==> config.mk <==
export PLATFORM = sky130hd
export DESIGN_NAME = icache
export DESIGN_NICKNAME = d
export VERILOG_FILES = /design/src/rtl/icache.sv
export SDC_FILE = /design/constraint.sdc
export NUM_CORES = 1
export LEC_CHECK = 0
export BUFFER_PORTS_ARGS = -buffer_cell sky130_fd_sc_hd__buf_2
export CORE_MARGIN = 4
export CORE_UTILIZATION = 35
export DETAILED_ROUTE_END_ITERATION = 10
export PLACE_DENSITY_LB_ADDON = 0.25
export SYNTH_ARGS = -nofsm -noshare
export SYNTH_HDL_FRONTEND = slang
export SYNTH_SLANG_ARGS = --single-unit
==> constraint.sdc <==
create_clock -name CLK -period 15.2 [get_ports CLK]
set_input_delay 3.04 -clock CLK [delete_from_list [all_inputs] [get_ports CLK]]
set_output_delay 3.04 -clock CLK [all_outputs]
set_load 0.05 [all_outputs]
==> src/rtl/icache.sv <==
// Direct-mapped, one-word-per-frame instruction cache with a single outstanding fill.
// Hits are answered combinationally in IDLE; misses stall in FETCH until memory grants.
module icache #(
  parameter int unsigned SETS = 16
) (
  input  logic        CLK,
  input  logic        nRST,
  input  logic        imemREN,
  input  logic [31:0] imemaddr,
  output logic        ihit,
  output logic [31:0] imemload,
  input  logic        flush,
  output logic        iREN,
  output logic [31:0] iaddr,
  input  logic        iwait,
  input  logic [31:0] iload,
  output logic [31:0] hitcnt,
  output logic [31:0] misscnt
);

  localparam int unsigned IDXW = $clog2(SETS);
  localparam int unsigned TAGW = 30 - IDXW;

  typedef enum logic {
    IDLE  = 1'b0,
    FETCH = 1'b1
  } state_t;

  state_t          state_q, state_d;
  logic [SETS-1:0] valid_q;
  logic [TAGW-1:0] tag_q  [SETS];
  logic [31:0]     data_q [SETS];
  logic [29:0]     miss_q;
  logic [31:0]     hitcnt_q, misscnt_q;

  logic [IDXW-1:0] req_idx, fill_idx;
  logic [TAGW-1:0] req_tag, fill_tag;
  logic            lookup_hit;
  logic            miss_ld;
  logic            fill_en;
  logic            unused_byte_offset;

  // Request and latched-miss address decode; miss_q holds the word address.
  assign req_idx            = imemaddr[2 +: IDXW];
  assign req_tag            = imemaddr[31 -: TAGW];
  assign fill_idx           = miss_q[0 +: IDXW];
  assign fill_tag           = miss_q[29 -: TAGW];
  assign unused_byte_offset = ^imemaddr[1:0];

  // Next-state and combinational lookup/memory-side outputs.
  always_comb begin
    state_d    = state_q;
    miss_ld    = 1'b0;
    fill_en    = 1'b0;
    ihit       = 1'b0;
    iREN       = 1'b0;
    iaddr      = 32'h0;
    lookup_hit = valid_q[req_idx] && (tag_q[req_idx] == req_tag);
    case (state_q)
      IDLE: begin
        if (imemREN && !flush) begin
          if (lookup_hit) begin
            ihit = 1'b1;
          end else begin
            miss_ld = 1'b1;
            state_d = FETCH;
          end
        end
      end
      FETCH: begin
        iREN  = 1'b1;
        iaddr = {miss_q, 2'b00};
        // Flush aborts the fill outright; otherwise wait for the grant.
        if (flush) begin
          state_d = IDLE;
        end else if (!iwait) begin
          fill_en = 1'b1;
          state_d = IDLE;
        end
      end
      default: state_d = IDLE;
    endcase
  end

  assign imemload = ihit ? data_q[req_idx] : 32'h0;
  assign hitcnt   = hitcnt_q;
  assign misscnt  = misscnt_q;

  // Control state, valid bits and counters.
  always_ff @(posedge CLK) begin
    if (!nRST) begin
      state_q   <= IDLE;
      valid_q   <= '0;
      miss_q    <= '0;
      hitcnt_q  <= '0;
      misscnt_q <= '0;
    end else begin
      state_q <= state_d;
      if (miss_ld) begin
        miss_q <= imemaddr[31:2];
      end
      if (flush) begin
        valid_q <= '0;
      end else if (fill_en) begin
        valid_q[fill_idx] <= 1'b1;
      end
      hitcnt_q <= hitcnt_q + 32'(ihit);
      if (fill_en) begin
        misscnt_q <= misscnt_q + 32'd1;
      end
    end
  end

  // Tag/data arrays carry no reset; valid_q alone qualifies their contents.
  always_ff @(posedge CLK) begin
    if (nRST && fill_en) begin
      tag_q[fill_idx]  <= fill_tag;
      data_q[fill_idx] <= iload;
    end
  end

endmodule

After elaboration in Yosys (flattened, before gate mapping)
Memories as Yosys holds them, arrays and structs flattened.
Index checks and enable logic that the tools add are counted.
{"block": "totals", "n_memories": 2, "wordCells": 43, "output_inout_bits": 130, "register_bits": 111, "in_bits": 69, "ramBits": 928}
{"block": "op_classes", "n_reduce_logical": 6, "n_addsub": 2, "mux": 21, "order_cmp": 3, "eq_ne": 1, "bitwise_logic": 3}
{"memory": "data_q", "depth": 16, "word_bits": 32, "rd": 1, "rd_ports_with_merged_regs": 0, "wr": 1, "line": "32", "rtl": "logic [31:0] data_q [SETS];"}
{"memory": "tag_q", "depth": 16, "word_bits": 26, "rd": 1, "rd_ports_with_merged_regs": 0, "wr": 1, "line": "31", "rtl": "logic [TAGW-1:0] tag_q [SETS];"}
{"cell": "two-way mux 32 bit", "n": 2}
{"cell": "adder 32 x 1 -> 32 bit", "n": 1}
{"cell": "adder 32 x 1 -> 32 bit (second input constant)", "n": 1}
{"cell": "equality test 26 bit", "n": 1}
{"cell": "two-way mux 1 bit", "n": 16}
{"cell": "bitwise OR 16 bit", "n": 1}
{"cell": "< comparator 4 x 5 -> 1 bit (second input constant)", "n": 2}
{"cell": "binary-select mux 1 bit (select 4 bit)", "n": 1}
{"cell": "demux 1 bit (select 4 bit)", "n": 1}
{"cell": ">= comparator 4 x 1 -> 1 bit (second input constant)", "n": 1}
{"cell": "logical AND 1 bit", "n": 4}
{"cell": "NOT 1 bit", "n": 2}
{"cell": "one-hot mux 1 bit (2 select lines)", "n": 1}
{"cell": "OR reduction 2 bit", "n": 1}
{"cell": "zero test 1 bit", "n": 1}

Longest topological paths before layout
Gate-level depths: netlist of the first run.
{"block": "depth", "depth_word": 7, "depth_mapped": 24, "depth_no_buf": 16}

Worst setup path before layout of the first run
Ideal clock, no wire load.
{"block": "synth_timing", "path_type": "input -> output", "start": "in imemaddr[2]", "end": "out imemload[22]", "path_stages": 11, "t_required_ns": 12.160, "n_path_buf": 8, "arrival_ns": 6.126, "setup_slack_ns": 6.034, "cell_sequence": "buf_2 buf_6 buf_4 buf_4 buf_6 buf_2 buf_2 buf_2 mux4_2 mux4_2 and3_1"}
{"block": "synth_between", "elab_chain_len": 7, "elab_cells_between_ends": 10, "cone_classes": "1 x eq/ne; 6 x mux; 1 x reduce/logical; 2 x memory"}
{"item": "start: declaration", "line": "9", "rtl": "input logic [31:0] imemaddr,"}
{"item": "memory read (16 x 26 bit) / binary-select mux 1 bit (select 4 bit) (equally long branches)"}
{"item": "equality test 26 bit / two-way mux 1 bit (equally long branches)", "line": "58", "rtl": "lookup_hit = valid_q[req_idx] && (tag_q[req_idx] == req_tag);"}
{"item": "logical AND 1 bit", "line": "58"}
{"item": "two-way mux 1 bit", "line": "62", "rtl": "if (lookup_hit) begin"}
{"item": "two-way mux 1 bit", "line": "61", "rtl": "if (imemREN && !flush) begin"}
{"item": "two-way mux 1 bit", "line": "59", "rtl": "case (state_q)"}
{"item": "two-way mux 32 bit (*)", "line": "85", "rtl": "assign imemload = ihit ? data_q[req_idx] : 32'h0;"}
{"item": "end: declaration", "line": "11", "rtl": "output logic [31:0] imemload,"}
Every way passes the cells marked *; elsewhere a longest branch is shown, timed or not. The select of a mux whose other input is x is not followed.

Final worst setup path of the first run
{"block": "layout_timing", "start": "in imemaddr[2]", "end": "out imemload[31]"}
The elaborated chain is that of the path after synthesis.

==> metrics.yaml, run 1 <==
min_path:
  hold_path_class: "flop to flop"
  hp-start: "valid_q[4]"
flow_run:
  drv_cap: 0
logic_synthesis:
  yosysUniqueCellTypes: 63
  netlist.area_leader.share: 0.6859
  ys_top_cells_by_area: "edfxtp_1, mux4_2, dfxtp_1"
  yosysSeqAreaShare: 0.7406
  syn_avg_cell_area_um2: 19.36
  async_reset_ff_frac: 0
  yosysWarnings: 0
  syn-cell-area_um2: 40630
  yosys.area.top_type: "edfxtp_1"
  synth-edff-count: 928
  ys.flop_type: "edfxtp_1"
  netlist_instances: 2098
  ys_seq_elements: 1039
drt:
  dr.pass1.iters: 5
  drc: 0
  viasPerCell: 5.329
  wl_um: 102800
  ant_nets: 0
  initialDrtViolationCount: 2027
  via_count: 20920
  post_drt_wl_per_cell_um: 26.19
clock_tree:
  cts_buffers: 105
  clk_pin_slew_ps: 60
  post_cts_buffers: 0
  clk_latency_ps: 680
  ctsHoldBuffers: 0
  clockBufferDepth: 3
  cts_resized: 0
  cts_tree: "built"
  htree_num_levels: 3
  clock-root-buffer: "clkbuf_16"
  cts.sinks: 1039
critical_path:
  arrival_ps: 8590
  critical_path_class: "input port to output port"
  critical-path-top-delay-family: "buffers and inverters"
  endpoint: "imemload[31]"
  regToRegEndpoint: "hitcnt[29]"
  cpPeakStageDelay_ps: 890
  critPathMaxFanout: 43
  critPathCaptureType: "output port"
  r2r_slack_ps: 8740
  critical_path.most_common_cell: "buf_4"
  cp-start-kind: "input port"
  worst-path-stages: 13
  path_cells: "buf_8, buf_4, buf_4, mux4_2, mux2i_1, mux2i_1, xnor2_1, nand4_1, nor4_2, and4_2, buf_4, and3_1, buf_2"
  critPathBufInv: 5
  slowest_stage: "and4_2"
  cp_data_required_time_ps: 12160
  r2r-start: "tag_q[4][20]"
  crit_start: "imemaddr[2]"
  r2r_cells: 17
power:
  p_leak_uw: 0.01585
  power.density_nw_per_um2: 124.2
  power_uw: 5794
  ir_drop_uv: 89.59
timing:
  tns_ps: 0
  rsz0062_at_grt: "no"
  slew_headroom: 0.2139
  maxSlewViolCount: 0
  setup_ws_ps: 3574
  whs_ps: 471.9
  period_share: 0.7648
  final_hold_viol_count: 0
  setup_viol: 0
  fin_crit_ps: 11630
  fmax_mhz: 86.02
  worst_pin_slew_ps: 1176
  finClkSkew_ps: 20.78
global_routing:
  grt_pass1_vias: 21520
  antenna_found_initial: 17
  grt_pass1_wl_um: 149000
  grt_usage: 0.1668
  grt_overflow_total: 0
  grt_max_degree: 100
cells_and_area:
  layout_common_cells: "edfxtp_1, mux4_2, buf_2"
  area_delta_synth_final_pct: 14.83
  fillers: 10280
  nets: 2398
  drive_above_1_share: 0.2787
  final_common_cell: "edfxtp_1"
place:
  post-dp-hpwl_um: 55500
  gp_congestion: 0.7712
  place.port_buffers: 194
  pre_cts_ws_ps: 3418
floorplanning:
  fp.dieW_um: 348.7
  die_area_um2: 121600
  initial_utilization: 0.3539
  io_pins: 199
  fp.coreArea_um2: 114800
  rows: 124
  die_h_um: 348.7
run_status:
  status: "finished, final reports clean"
==> area by class of cell <==
cell class	instances	area (µm²)	area share
antenna	3	7.507	0.0001609
clock buffer	139	2831	0.06069
clock inverter	53	401.6	0.008609
inverter	11	43.79	0.0009387
multi-input combinational	933	10060	0.2157
sequential	1039	30090	0.6450
tap	1512	1892	0.04055
timing repair buffer	236	1325	0.02840
==> stage by stage <==
step | cells | utilization | cell area, µm²
finish | 3926 | 0.4063 | 46650
global route | 3924 | 0.4063 | 46650
CTS | 3923 | 0.4063 | 46640
detailed placement | 3731 | 0.3781 | 43410
global placement | 3731 | 0.3781 | 43410
floorplan | 2099 | - | 40630
==> sequential cells by signal, indices dropped and copies added (netlist names) <==
signal	flops
data_q	512
valid_q	16
hitcnt	32
misscnt	32
tag_q	416
state_q	1
miss_q	30
==> how the worst min path moves through the flow <==
stage / end / slack (ps) / cells after the start
final: valid_q[4] / 470 / 2
after global routing: valid_q[5] / 490 / 2
after CTS: valid_q[4] / 470 / 2
after detailed placement: valid_q[0] / 460 / 2
after global placement: valid_q[8] / 440 / 2
after floorplan: valid_q[7] / 430 / 2
==> worst min-delay path: stages, from the launching register on <==
cell and delay (ps):
dfxtp_1 320, a21oi_1 40, nor2_1 70
==> per-layer routing <==
layer | up-vias | global-route usage | wire [µm]
li1 | 8949 | - | -
met1 | 11100 | 0.2365 | 45540
met2 | 682 | 0.2668 | 48410
met3 | 177 | 0.03016 | 6140
met4 | 14 | 0.04483 | 2646
met5 | - | 0 | 92
==> power breakdown <==
part	switching (µW)	total (µW)	internal, µW	leakage [µW]
sequential	17.7	3130	3110	0.00977
combinational	137	232	95.4	0.00451
clock	1060	2440	1380	0.00158
total	1210	5790	4580	0.0159
==> logic make-up (layout without fill, tap and decap cells) <==
family	after synthesis	after routing	share of synthesized area
muxes	319	319	0.1556
buffers and inverters	127	439	0.01497
other	1	5	0.00009230
adders and majority gates	3	3	0.0009240
AOI/OAI and AO/OA	152	152	0.02307
xor gates and xnor gates	82	82	0.01768
DFF	1039	1039	0.7406
and+or+nand+nor	375	375	0.04712
==> synth_stat cells (all sizes together), types with 38 or more instances <==
| cell type | instances |
|---|---|
| a21oi | 51 |
| and2 | 38 |
| and3 | 50 |
| buf | 64 |
| clkbuf | 52 |
| dfxtp | 111 |
| edfxtp | 928 |
| mux2i | 55 |
| mux4 | 248 |
| nand2 | 49 |
| nand3 | 62 |
| nor2 | 107 |
| o21ai | 45 |
| xor2 | 49 |
No activity file was read; power rests on OpenSTA's default activity.
==> run 2, diff against run 1 <==
clock period = 11.35 ns   (was 15.2 ns; I/O delays follow)
==> run 2 against run 1 <==
- total power is 37% higher
- final cell count up 0.23%
- critical endpoint is now imemload[12]
- register-to-register slack lost 3100 ps
- critical path type unchanged
==> metrics.yaml, run 2 (synthesized netlist as in run 1, its figures left out) <==
drt:
  via_count: 20970  # +0.20%
  wl_um: 103100  # +0.25%
  ant_nets: 0  # unchanged
  drc: 0  # unchanged
  dr.pass1.iters: 5  # unchanged
  post_drt_wl_per_cell_um: 26.20  # about the same
  viasPerCell: 5.328  # about the same
  initialDrtViolationCount: 2009  # -0.89%
global_routing:
  gr-usage-met2: 0.2680  # +0.001215
  busiest_layer: "met2"
  grt_overflow_total: 0  # unchanged
  grt_use_met1: 0.2370  # +0.0004970
  grt_usage: 0.1673  # +0.0005201
  grt_pass1_wl_um: 149300  # +0.21%
  use_met3: 0.03293  # +0.002766
  grt_pass1_vias: 21360  # -0.74%
  antenna_found_initial: 17  # unchanged
  grt_max_degree: 89  # -11%
floorplanning:
  die_area_um2: 121600  # unchanged
  fp.coreArea_um2: 114800  # unchanged
  fp.dieW_um: 348.7  # unchanged
  die_h_um: 348.7  # unchanged
  initial_utilization: 0.3539  # unchanged
  io_pins: 199  # unchanged
  rows: 124  # unchanged
critical_path:
  cpPeakStageDelay_ps: 790  # -100 ps
  path_cells: "buf_8, buf_4, mux4_2, a22o_1, a211oi_1, nor2_1, nor4_1, and4_2, buf_4, and3_1, buf_2"
  critical_path_class: "input port to output port"
  crit_start: "imemaddr[4]"
  r2r_cells: 17  # unchanged
  critPathMaxFanout: 88  # +100%
  critical-path-top-delay-family: "buffers and inverters"
  r2r-start: "tag_q[5][20]"
  critPathCaptureType: "output port"
  worst-path-stages: 11  # -2
  slowest_stage: "buf_4"
  cp_data_required_time_ps: 9080  # -3080 ps
  cp-start-kind: "input port"
  arrival_ps: 7250  # -1340 ps
  regToRegEndpoint: "hitcnt[29]"
  critPathBufInv: 4  # -1
  critical_path.most_common_cell: "buf_4"
  r2r_slack_ps: 5620  # -3120 ps
min_path:
  hold_path_class: "flop to flop"
  hp-start: "valid_q[15]"
  min_path_cells: 2  # unchanged
  min_to: "valid_q[15]"
clock_tree:
  cts_tree: "built"
  cts_resized: 0  # unchanged
  cts_buffers: 106  # +0.95%
  htree_num_levels: 3  # unchanged
  clockBufferDepth: 3  # unchanged
  ctsHoldBuffers: 0  # unchanged
  cts.sinks: 1039  # unchanged
  clk_pin_slew_ps: 60  # about the same
  post_cts_buffers: 0  # unchanged
  clk_latency_ps: 690  # about the same
  clock-root-buffer: "clkbuf_16"
power:
  p_leak_uw: 0.01596  # +0.68%
  ir_drop_uv: 140.1  # +56%
  power.density_nw_per_um2: 169.5  # +36%
timing:
  final_hold_viol_count: 0  # unchanged
  fmax_mhz: 105.0
  slew_headroom: 0.1554  # -0.05846
  worst_pin_slew_ps: 1264  # +87.42 ps
  maxSlewViolCount: 0  # unchanged
  setup_viol: 0  # unchanged
  fin_crit_ps: 9520
  tns_ps: 0  # unchanged
  setup_ws_ps: 1830  # -1744 ps
  rsz0062_at_grt: "no"
  whs_ps: 471.1  # -0.7920 ps
  finClkSkew_ps: 26.01  # +5.230 ps
  period_share: 0.8388
cells_and_area:
  nets: 2399  # +0.042%
  top_regs: "data_q (512), tag_q (416)"
  layout_common_cells: "edfxtp_1, mux4_2, buf_2"
  final_core_util: 0.4081  # +0.001798
  largest_reg_flops: 512  # unchanged
  fin_cells: 3935  # +0.23%
  area_delta_synth_final_pct: 15.34
  largest_register: "data_q"
  final_common_cell: "edfxtp_1"
  drive_above_1_share: 0.2821  # +0.003329
place:
  pre_cts_ws_ps: 1702  # -1717 ps
  place.port_buffers: 194  # unchanged
  post-dp-hpwl_um: 54980  # -0.94%
  dp.cells: 3731  # unchanged
  gp_congestion: 0.8022  # +4.0%
run_status:
  status: "finished, final reports clean"
flow_run:
  drv_cap: 0  # unchanged
==> run 2: changes by cell type in the layout (fill, tap and decap cells not counted), sizes merged <==
cell,delta
bufinv,+5
clkinvlp,-1
clkinv,+7
clkbuf,-4
diode,+2
==> run 2: how the worst max path moves through the flow <==
stage                              end  slack, ps
after floorplan           imemload[22]       3720
after global placement     imemload[3]       1740
after detailed placement  imemload[12]       1700
after CTS                 imemload[12]       1690
after global routing       imemload[1]       1470
final                     imemload[12]       1830
==> run 2: per-layer routing <==
layer  vias up  wire [µm]
met4         8       2208
met3       174       6964
met2       743      48890
met1     11070      44980
li1       8969          -
met5         -         41
==> run 2: where the power goes <==
part	switching (µW)	internal [µW]	leakage, µW
sequential	24.1	4160	0.00977
combinational	183	127	0.00451
clock	1470	1970	0.00169
total	1680	6260	0.0160
==> run 2: worst reg2reg max path: cells and delay by family, from the launching register on <==
kind                     cells  cell delay, ps
adder cells (fa/ha/maj)      1             180
flip-flops                   1             360
multiplexers                 1             470
AO/OA/AOI/OAI                4            1430
AND/OR/NAND/NOR              8            2700
buffers and inverters        2             420
XOR/XNOR                     1             100
==> run 2: stage by stage <==
| step | instance area [µm²] | power [µW] |
|---|---|---|
| global route | 46850 | 8214 |
| finish | 46860 | 7942 |
| global placement | 43400 | 4575 |
| detailed placement | 43400 | 4583 |
| CTS | 46850 | 8028 |
| floorplan | 40630 | 4461 |
==> run 2: area by class of cell <==
class                           instances  area (µm²)
Antenna cell                            5       12.51
Clock buffer                          135        2823
Clock inverter                         64       624.3
Fill cell                           10230       67950
Inverter                               11       43.79
Multi-Input combinational cell        933       10060
Sequential cell                      1039       30090
Tap cell                             1512        1892
Timing Repair Buffer                  236        1313
==> run 3, diff against run 2 <==
clock period = 9.9 ns   (was 11.35 ns; I/O delays follow)
==> run 3 against run 2 <==
- setup slack got worse by 670 ps
- core utilization decreased by 0.085 points
- first-iteration DRC count decreased by 8.3%
- critical path depth unchanged
- combinational power increased by 15%
- critical endpoint is now imemload[29]
==> metrics.yaml, run 3 (synthesized netlist as in run 1, its figures left out) <==
run_status:
  status: "finished, final reports clean"
cells_and_area:
  final_common_cell: "edfxtp_1"
  fillers: 10260  # +0.37%
  nets: 2399  # unchanged
  largest_register: "data_q"
  top_regs: "data_q (512), tag_q (416)"
  drive_above_1_share: 0.2795  # -0.002548
  largest_reg_flops: 512  # unchanged
  area_delta_synth_final_pct: 15.10
  seq_area_um2: 30090  # unchanged
  multi_input_area_um2: 10060  # unchanged
  layout_common_cells: "edfxtp_1, mux4_2, buf_2"
clock_tree:
  cts_buffers: 107  # +0.94%
  cts.sinks: 1039  # unchanged
  cts_tree: "built"
  htree_num_levels: 3  # unchanged
  clockBufferDepth: 3  # unchanged
  clk_pin_slew_ps: 50  # about the same
  post_cts_buffers: 0  # unchanged
  cts_resized: 0  # unchanged
  ctsHoldBuffers: 0  # unchanged
  clk_latency_ps: 670  # -20 ps
  clock-root-buffer: "clkbuf_16"
drt:
  wl_um: 103700  # +0.61%
  drc: 0  # unchanged
  post_drt_wl_per_cell_um: 26.36  # +0.61%
  ant_nets: 0  # unchanged
  viasPerCell: 5.370  # +0.79%
  dr.pass1.iters: 5  # unchanged
  initialDrtViolationCount: 1842  # -8.3%
  via_count: 21130  # +0.79%
critical_path:
  path_cells: "buf_8, nor2b_1, a2bb2oi_1, and4_1, or4_1, or4b_1, nor4_2, and4_2, buf_12, and3_1, buf_2"
  cp_data_required_time_ps: 7920  # -1160 ps
  cpPeakStageDelay_ps: 780  # about the same
  critPathMaxFanout: 83  # -5.7%
  critical-path-top-delay-family: "simple AND/OR/NAND/NOR gates"
  critical_path_class: "input port to output port"
  slowest_stage: "and4_2"
  arrival_ps: 6760  # -490 ps
  cp-start-kind: "input port"
  critPathCaptureType: "output port"
  critPathBufInv: 3  # -1
timing:
  fmax_mhz: 114.4
  maxSlewViolCount: 0  # unchanged
  setup_viol: 0  # unchanged
  period_share: 0.8833
  tns_ps: 0  # unchanged
  slew_headroom: 0.1276  # -0.02785
  fin_crit_ps: 8744
  setup_ws_ps: 1156  # -674.3 ps
  final_hold_viol_count: 0  # unchanged
  worst_pin_slew_ps: 1305  # +41.67 ps
  rsz0062_at_grt: "no"
  finClkSkew_ps: 19.45  # -6.555 ps
global_routing:
  grt_use_met1: 0.2369  # about the same
  grt_max_degree: 92  # +3.4%
  gr-usage-met2: 0.2716  # +0.003604
  grt_usage: 0.1679  # +0.0006469
  grt_pass1_wl_um: 150200  # +0.62%
  antenna_found_initial: 17  # unchanged
  use_met3: 0.03106  # -0.001862
  grt_overflow_total: 0  # unchanged
  grt_pass1_vias: 21600  # +1.1%
  busiest_layer: "met2"
power:
  power_uw: 8975  # +13%
  ir_drop_uv: 137.0  # -2.3%
  power.density_nw_per_um2: 191.9  # +13%
  p_leak_uw: 0.01591  # -0.34%
floorplanning:
  io_pins: 199  # unchanged
  fp.dieW_um: 348.7  # unchanged
  rows: 124  # unchanged
  die_h_um: 348.7  # unchanged
  initial_utilization: 0.3539  # unchanged
  fp.coreArea_um2: 114800  # unchanged
  die_area_um2: 121600  # unchanged
place:
  gp_congestion: 0.7896  # -1.6%
  post-dp-hpwl_um: 55520  # +0.98%
  place.port_buffers: 194  # unchanged
  pre_cts_ws_ps: 1123  # -579.0 ps
min_path:
  hold_path_class: "flop to flop"
flow_run:
  drv_cap: 0  # unchanged
-- run 3: cell count changes in the layout (fill, tap and decap cells not counted), sizes merged --
cell / delta
clkinv: -2
buf: -1
clkinvlp: -2
bufinv: -4
clkbuf: +7
inv: -1
diode: +3
-- run 3: worst paths after layout --
check	startpoint	endpoint	slack, ps	depth (start not counted)
max	imemaddr[2]	imemload[29]	1160	11
min	valid_q[13]	valid_q[13]	470	2
max reg2reg	tag_q[5][20]	hitcnt[29]	4250	16
min reg2reg	valid_q[13]	valid_q[13]	470	2
-- run 3: final cells by class --
class / instances / share of cell area
Antenna cell: 8 / 0.0004281
Clock buffer: 142 / 0.06189
Clock inverter: 55 / 0.009205
Inverter: 11 / 0.0009365
Multi-Input combinational cell: 933 / 0.2152
Sequential cell: 1039 / 0.6435
Tap cell: 1512 / 0.04046
Timing Repair Buffer: 235 / 0.02844
-- run 3: worst register-to-register path, cell delays in order (launching register included) --
cell and delay [ps]:
edfxtp_1 360, mux4_2 490, a22o_1 240, a221oi_1 320
xnor2_1 120, a2111oi_0 720, and4_1 380, and4_2 740
nand2_1 120, inv_1 120, ha_1 170, and3_1 240
and3_1 280, nor2b_1 550, nand2_1 210, or3_1 340
a21oi_1 150
-- run 3: stage by stage --
stage | utilization | std cells | area [µm²] | hold WS, ps
after floorplan | - | 2099 | 40630 | 431.3
after global placement | 0.3782 | 3730 | 43420 | 443.9
after detailed placement | 0.3782 | 3730 | 43420 | 455.7
after CTS | 0.4071 | 3927 | 46740 | 470.1
after global routing | 0.4071 | 3928 | 46740 | 493.8
final | 0.4073 | 3935 | 46760 | 471.5
-- run 3: power by group --
part           switching, µW  internal [µW]
Clock                   1640           2180
Sequential              27.9           4770
Combinational            212            146
-- run 3: layer usage --
| metal | vias up | part of all wire |
|---|---|---|
| met5 | - | 0.00072 |
| met2 | 714 | 0.48 |
| met1 | 11300 | 0.44 |
| met4 | 12 | 0.020 |
| met3 | 149 | 0.063 |
| li1 | 8961 | - |
